`src/rtl/cci_mpf_shim_req_arb.sv`:
```
// Two-requester round-robin read-request arbiter in front of the MPF pipeline.
// It tags requests with the requester ID, routes responses back by that tag and tracks outstanding requests.
module cci_mpf_shim_req_arb #(
  parameter int unsigned ADDR_WIDTH  = 42,
  parameter int unsigned MDATA_WIDTH = 16,
  parameter int unsigned TAG_IDX     = 15,
  parameter int unsigned MAX_ACTIVE  = 64
) (
  input  logic                   clk,
  input  logic                   reset,
  input  logic                   req0_valid,
  input  logic [ADDR_WIDTH-1:0]  req0_addr,
  input  logic [MDATA_WIDTH-1:0] req0_mdata,
  output logic                   req0_ready,
  input  logic                   req1_valid,
  input  logic [ADDR_WIDTH-1:0]  req1_addr,
  input  logic [MDATA_WIDTH-1:0] req1_mdata,
  output logic                   req1_ready,
  output logic                   out_valid,
  output logic [ADDR_WIDTH-1:0]  out_addr,
  output logic [MDATA_WIDTH-1:0] out_mdata,
  input  logic                   out_almfull,
  input  logic                   rsp_valid,
  input  logic [MDATA_WIDTH-1:0] rsp_mdata,
  input  logic [511:0]           rsp_data,
  output logic                   rsp0_valid,
  output logic                   rsp1_valid,
  output logic [MDATA_WIDTH-1:0] rsp_mdata_o,
  output logic [511:0]           rsp_data_o,
  output logic [7:0]             active0,
  output logic [7:0]             active1,
  output logic                   err_underflow
);

  localparam int unsigned CNT_W = 8;

  logic                   ptr;
  logic                   elig0, elig1;
  logic                   gnt0, gnt1;
  logic [ADDR_WIDTH-1:0]  sel_addr;
  logic [MDATA_WIDTH-1:0] sel_mdata;
  logic [MDATA_WIDTH-1:0] rsp_mdata_clr;
  logic                   dec0, dec1;
  logic [CNT_W-1:0]       active0_nxt, active1_nxt;
  logic                   underflow_c;

  // Counter step: accept and response in the same cycle cancel; never wrap below zero.
  function automatic logic [CNT_W-1:0] next_cnt(input logic [CNT_W-1:0] c,
                                                 input logic inc, input logic dec);
    logic [CNT_W-1:0] n;
    n = c;
    if (inc && !dec)
      n = c + CNT_W'(1);
    else if (dec && !inc && (c != '0))
      n = c - CNT_W'(1);
    return n;
  endfunction

  // Grant selection, tag insertion and response decode.
  always_comb begin
    elig0 = req0_valid && !out_almfull && (active0 < CNT_W'(MAX_ACTIVE));
    elig1 = req1_valid && !out_almfull && (active1 < CNT_W'(MAX_ACTIVE));
    gnt0  = elig0 && (!elig1 || !ptr);
    gnt1  = elig1 && (!elig0 || ptr);

    sel_addr           = gnt1 ? req1_addr : req0_addr;
    sel_mdata          = gnt1 ? req1_mdata : req0_mdata;
    sel_mdata[TAG_IDX] = gnt1;

    rsp_mdata_clr          = rsp_mdata;
    rsp_mdata_clr[TAG_IDX] = 1'b0;
    dec0 = rsp_valid && !rsp_mdata[TAG_IDX];
    dec1 = rsp_valid &&  rsp_mdata[TAG_IDX];

    active0_nxt = next_cnt(active0, gnt0, dec0);
    active1_nxt = next_cnt(active1, gnt1, dec1);
    underflow_c = (dec0 && (active0 == '0)) || (dec1 && (active1 == '0));
  end

  assign req0_ready = gnt0;
  assign req1_ready = gnt1;

  // Request path and round-robin pointer.
  always_ff @(posedge clk or posedge reset) begin
    if (reset) begin
      ptr       <= 1'b0;
      out_valid <= 1'b0;
      out_addr  <= '0;
      out_mdata <= '0;
    end else begin
      out_valid <= gnt0 || gnt1;
      if (gnt0 || gnt1) begin
        out_addr  <= sel_addr;
        out_mdata <= sel_mdata;
        ptr       <= gnt0;
      end
    end
  end

  // Response path, outstanding counters and sticky underflow flag.
  always_ff @(posedge clk or posedge reset) begin
    if (reset) begin
      rsp0_valid    <= 1'b0;
      rsp1_valid    <= 1'b0;
      rsp_mdata_o   <= '0;
      rsp_data_o    <= '0;
      active0       <= '0;
      active1       <= '0;
      err_underflow <= 1'b0;
    end else begin
      rsp0_valid <= dec0;
      rsp1_valid <= dec1;
      if (rsp_valid) begin
        rsp_mdata_o <= rsp_mdata_clr;
        rsp_data_o  <= rsp_data;
      end
      active0 <= active0_nxt;
      active1 <= active1_nxt;
      if (underflow_c)
        err_underflow <= 1'b1;
    end
  end

endmodule

```
`config.mk`:
```
export PLATFORM = sky130hd
export DESIGN_NAME = cci_mpf_shim_req_arb
export DESIGN_NICKNAME = d
export VERILOG_FILES = /design/src/rtl/cci_mpf_shim_req_arb.sv
export SDC_FILE = /design/constraint.sdc
export NUM_CORES = 1
export LEC_CHECK = 0
export BUFFER_PORTS_ARGS = -buffer_cell sky130_fd_sc_hd__buf_2
export CORE_AREA = 2 2 495 497
export DETAILED_ROUTE_END_ITERATION = 6
export DIE_AREA = 0 0 497 499
export SYNTH_ARGS = -nofsm -noshare
export SYNTH_HDL_FRONTEND = slang
export SYNTH_SLANG_ARGS = --single-unit
```
`constraint.sdc`:
```
create_clock -name clk -period 22.6 [get_ports clk]
set_clock_uncertainty 0.05 [all_clocks]
set_input_delay 1.13 -clock clk [delete_from_list [all_inputs] [get_ports clk]]
set_output_delay 1.13 -clock clk [all_outputs]
set_load 0.01 [all_outputs]
```
==> impl_metrics.yaml <==
status:
  outcome: "finished clean"
synth:
  synth-seq-cells: 606
  synthTopCellsByCount: "606 x dfrtp_1, 533 x mux2_2, 72 x clkbuf_1"
  ys_types: 37
  synth_cells: 1494
  synthTopCellsByArea: "dfrtp_1 65%, mux2_2 26%, mux2i_1 2.5%, o21ai_0 1.3%, clkbuf_1 1.2%"
  synth_top_area_share: 0.648
  synth-edff-count: 0
  yosysMostFrequentCell: "dfrtp_1"
  yosysSeqAreaShare: 0.648
  synthArstFlopShare: 1.00
  yosys_warnings: 0
  yosysTopAreaCell: "dfrtp_1"
  synth_area_um2: 23400
  yosys_most_used_dff: "dfrtp_1"
  synth_nets: 2158
  synth_area_per_cell_um2: 15.7
timing:
  period_share: 0.180
  worst-slew-pin-transition_ns: 0.976
  min_period_ns: 4.06
  fin_setup_tns_ns: 0
  fmax_mhz: 246
  slew_viol_final: 0
  finalHoldViolCount: 0
  grt_setup_unrepaired: "no"
  layout_setup_ws_ns: 18.54
  maxSlewHeadroom: 0.349
  finalSetupViolCount: 0
pwr:
  power_frac_seq: 0.381
  ir_drop_mv: 0.0566
  p_sw_frac: 0.322
  p_clk_frac: 0.393
  intPower_mw: 2.40
  power_density_nw_per_um2: 96.7
  finalPower_mw: 3.54
  power.leakage_nw: 16.4
  netSwitchingPower_mw: 1.14
  p_comb_frac: 0.227
place:
  place_ws_ns: 17.70
  gp_congestion: 0.900
  placed_cells: 5887
  dp_hpwl_mm: 134
  port_buffers: 1254
die:
  start_util: 0.0965
  rows: 181
  die_x_um: 497
  die-area_um2: 248000
  core_um2: 243000
  die_h_um: 499
  ios: 1258
clock_network:
  clk_path_buf_depth: 3
  path_clk_slew_ns: 0.06
  cts-buffers-inserted: 82
  cts_root_buffer: "clkbuf_16"
  cts_tree: "done"
  clk_latency_ns: 0.69
  post_cts_buffers: 0
  clkSinkCount: 606
  htreeDepth: 3
  hold_buffers: 0
  cts_resized: 0
cells_and_area:
  fin_cells: 6123
  drive_gt1_frac: 0.690
  area_delta_synth_final_pct: 56.5
  fin_nets: 3433
  post-route-util: 0.151
global_routing:
  antenna_found_initial: 226
  grt_pass1_wl_mm: 197
  grt_max_degree: 150
  first_global_vias: 18909
  grt_overflow: 0
  grtUsageTotal: 0.122
detailed_routing:
  drt-total-wl_mm: 156
  routed_via_density: 3.03
  first_pass_iters: 4
  drt_iter0_markers: 801
  drt-wirelength-per-cell_um: 25.4
  drcViolationCount: 0
  vias: 18546
  detail-route-antenna-nets: 0
setup_path:
  setup.worst_path.end_class: "register"
  r2r_start: "active1[7]$_DFFE_PP0P_"
  crit_path_max_incr_delay_ns: 0.75
  cp_max_fo: 149
  cpMostUsedCell: "buf_4"
  crit_family: "buffers and inverters"
  crit_path_start_kind: "primary input"
  worstSetupPathType: "in -> reg"
  crit_slowest_cell: "buf_4"
  path_cells: "buf_8 > buf_12 > buf_4 > buf_4 > mux2_2"
  cp-startpoint: "rsp_valid"
  cp.arrival_ns: 4.61
  crit_buf_inv: 4
  required_ns: 23.15
flow_run:
  max-cap-violations: 0
min_path:
  min_from: "err_underflow$_DFFE_PP0P_"
  hold_path_class: "reg -> reg"
==> sequential cells by signal, indices dropped and copies added (netlist names) <==
register       cells
ptr                1
rsp0_valid         1
out_valid          1
rsp1_valid         1
out_mdata         16
rsp_data_o       512
out_addr          42
err_underflow      1
active1            8
active0            8
rsp_mdata_o       15
==> final cells by class <==
class / instances / area (um^2)
diodes: 86 / 215
clock buffers: 106 / 2240
clock inverters: 44 / 626
fillers: 27141 / 206000
inverters: 6 / 30.0
multi-input cells: 802 / 7910
flip-flops and latches: 606 / 15200
well taps: 3202 / 4010
repair buffers: 1271 / 6440
==> layer usage <==
| metal | part of all wire | up-vias | track usage |
|---|---|---|---|
| met5 | 0.0046 | - | 0 |
| met1 | 0.29 | 8932 | 0.0988 |
| met3 | 0.19 | 445 | 0.113 |
| li1 | - | 7976 | - |
| met2 | 0.47 | 1085 | 0.205 |
| met4 | 0.051 | 108 | 0.0477 |
==> power groups by stage <==
stage / sequential (mW) / clock (mW) / combinational (mW)
3_3_place_gp: 1.36 / 0 / 0.821
6_report: 1.35 / 1.39 / 0.803
5_1_grt: 1.37 / 1.50 / 0.888
4_1_cts: 1.35 / 1.47 / 0.827
2_1_floorplan: 1.43 / 0 / 0.317
3_5_place_dp: 1.37 / 0 / 0.825
==> cells in the final DEF (no fill, tap or decap), types with 3 or more instances in the layout <==
| cell | instances |
|---|---|
| a21o_1 | 5 |
| a21oi_1 | 11 |
| and2_1 | 3 |
| buf_2 | 1253 |
| buf_4 | 15 |
| bufinv_16 | 9 |
| clkbuf_1 | 14 |
| clkbuf_16 | 82 |
| clkbuf_8 | 10 |
| clkinv_16 | 3 |
| clkinv_2 | 6 |
| clkinv_4 | 5 |
| clkinv_8 | 3 |
| clkinvlp_4 | 12 |
| dfrtp_1 | 606 |
| diode_2 | 86 |
| ha_1 | 12 |
| inv_1 | 5 |
| inv_6 | 6 |
| mux2_2 | 533 |
| mux2_4 | 6 |
| mux2i_1 | 59 |
| nand2_1 | 66 |
| nor2_1 | 5 |
| o21ai_0 | 62 |
| o21bai_1 | 3 |
| xnor2_1 | 11 |
==> per-stage QoR <==
stage / hold slack (ns) / area [um^2]
3_3_place_gp: 0.392 / 33600
5_1_grt: 0.427 / 36500
4_1_cts: 0.403 / 36400
6_report: 0.419 / 36600
2_1_floorplan: 0.423 / 23400
3_5_place_dp: 0.407 / 33600
==> worst reg2reg max path, stage by stage, from the launching register on <==
cell and delay (ns):
dfrtp_1 0.48, nor4b_2 0.62, o21a_4 0.43, nand2_1 0.33, fa_1 0.52, a21o_1 0.20, a311o_1 0.36, a21oi_1 0.18
xnor2_1 0.08, mux2_4 0.26
==> final timing paths <==
check	to	slack (ns)	cells after the start
hold reg to reg	err_underflow$_DFFE_PP0P_	0.42	1
setup reg to reg	active1[6]$_DFFE_PP0P_	18.97	9
min in group asynchronous	rsp_data_o[223]$_DFFE_PP0P_	0.43	2
hold / removal	err_underflow$_DFFE_PP0P_	0.42	1
max in group asynchronous	rsp_data_o[123]$_DFFE_PP0P_	19.25	5
setup / recovery	rsp_data_o[72]$_DFFE_PP0P_	18.54	5
==> cells by family after synthesis <==
group	count (synthesis)	share of synthesized area
other	1	0.000160
buffers and inverters	86	0.0146
XOR/XNOR	13	0.00487
adder cells (fa/ha/maj)	14	0.00813
flip-flops	606	0.648
AND/OR/NAND/NOR	85	0.0166
AO/OA/AOI/OAI	91	0.0221
multiplexers	598	0.286
Note: power is estimated with default switching activity, not from simulation.
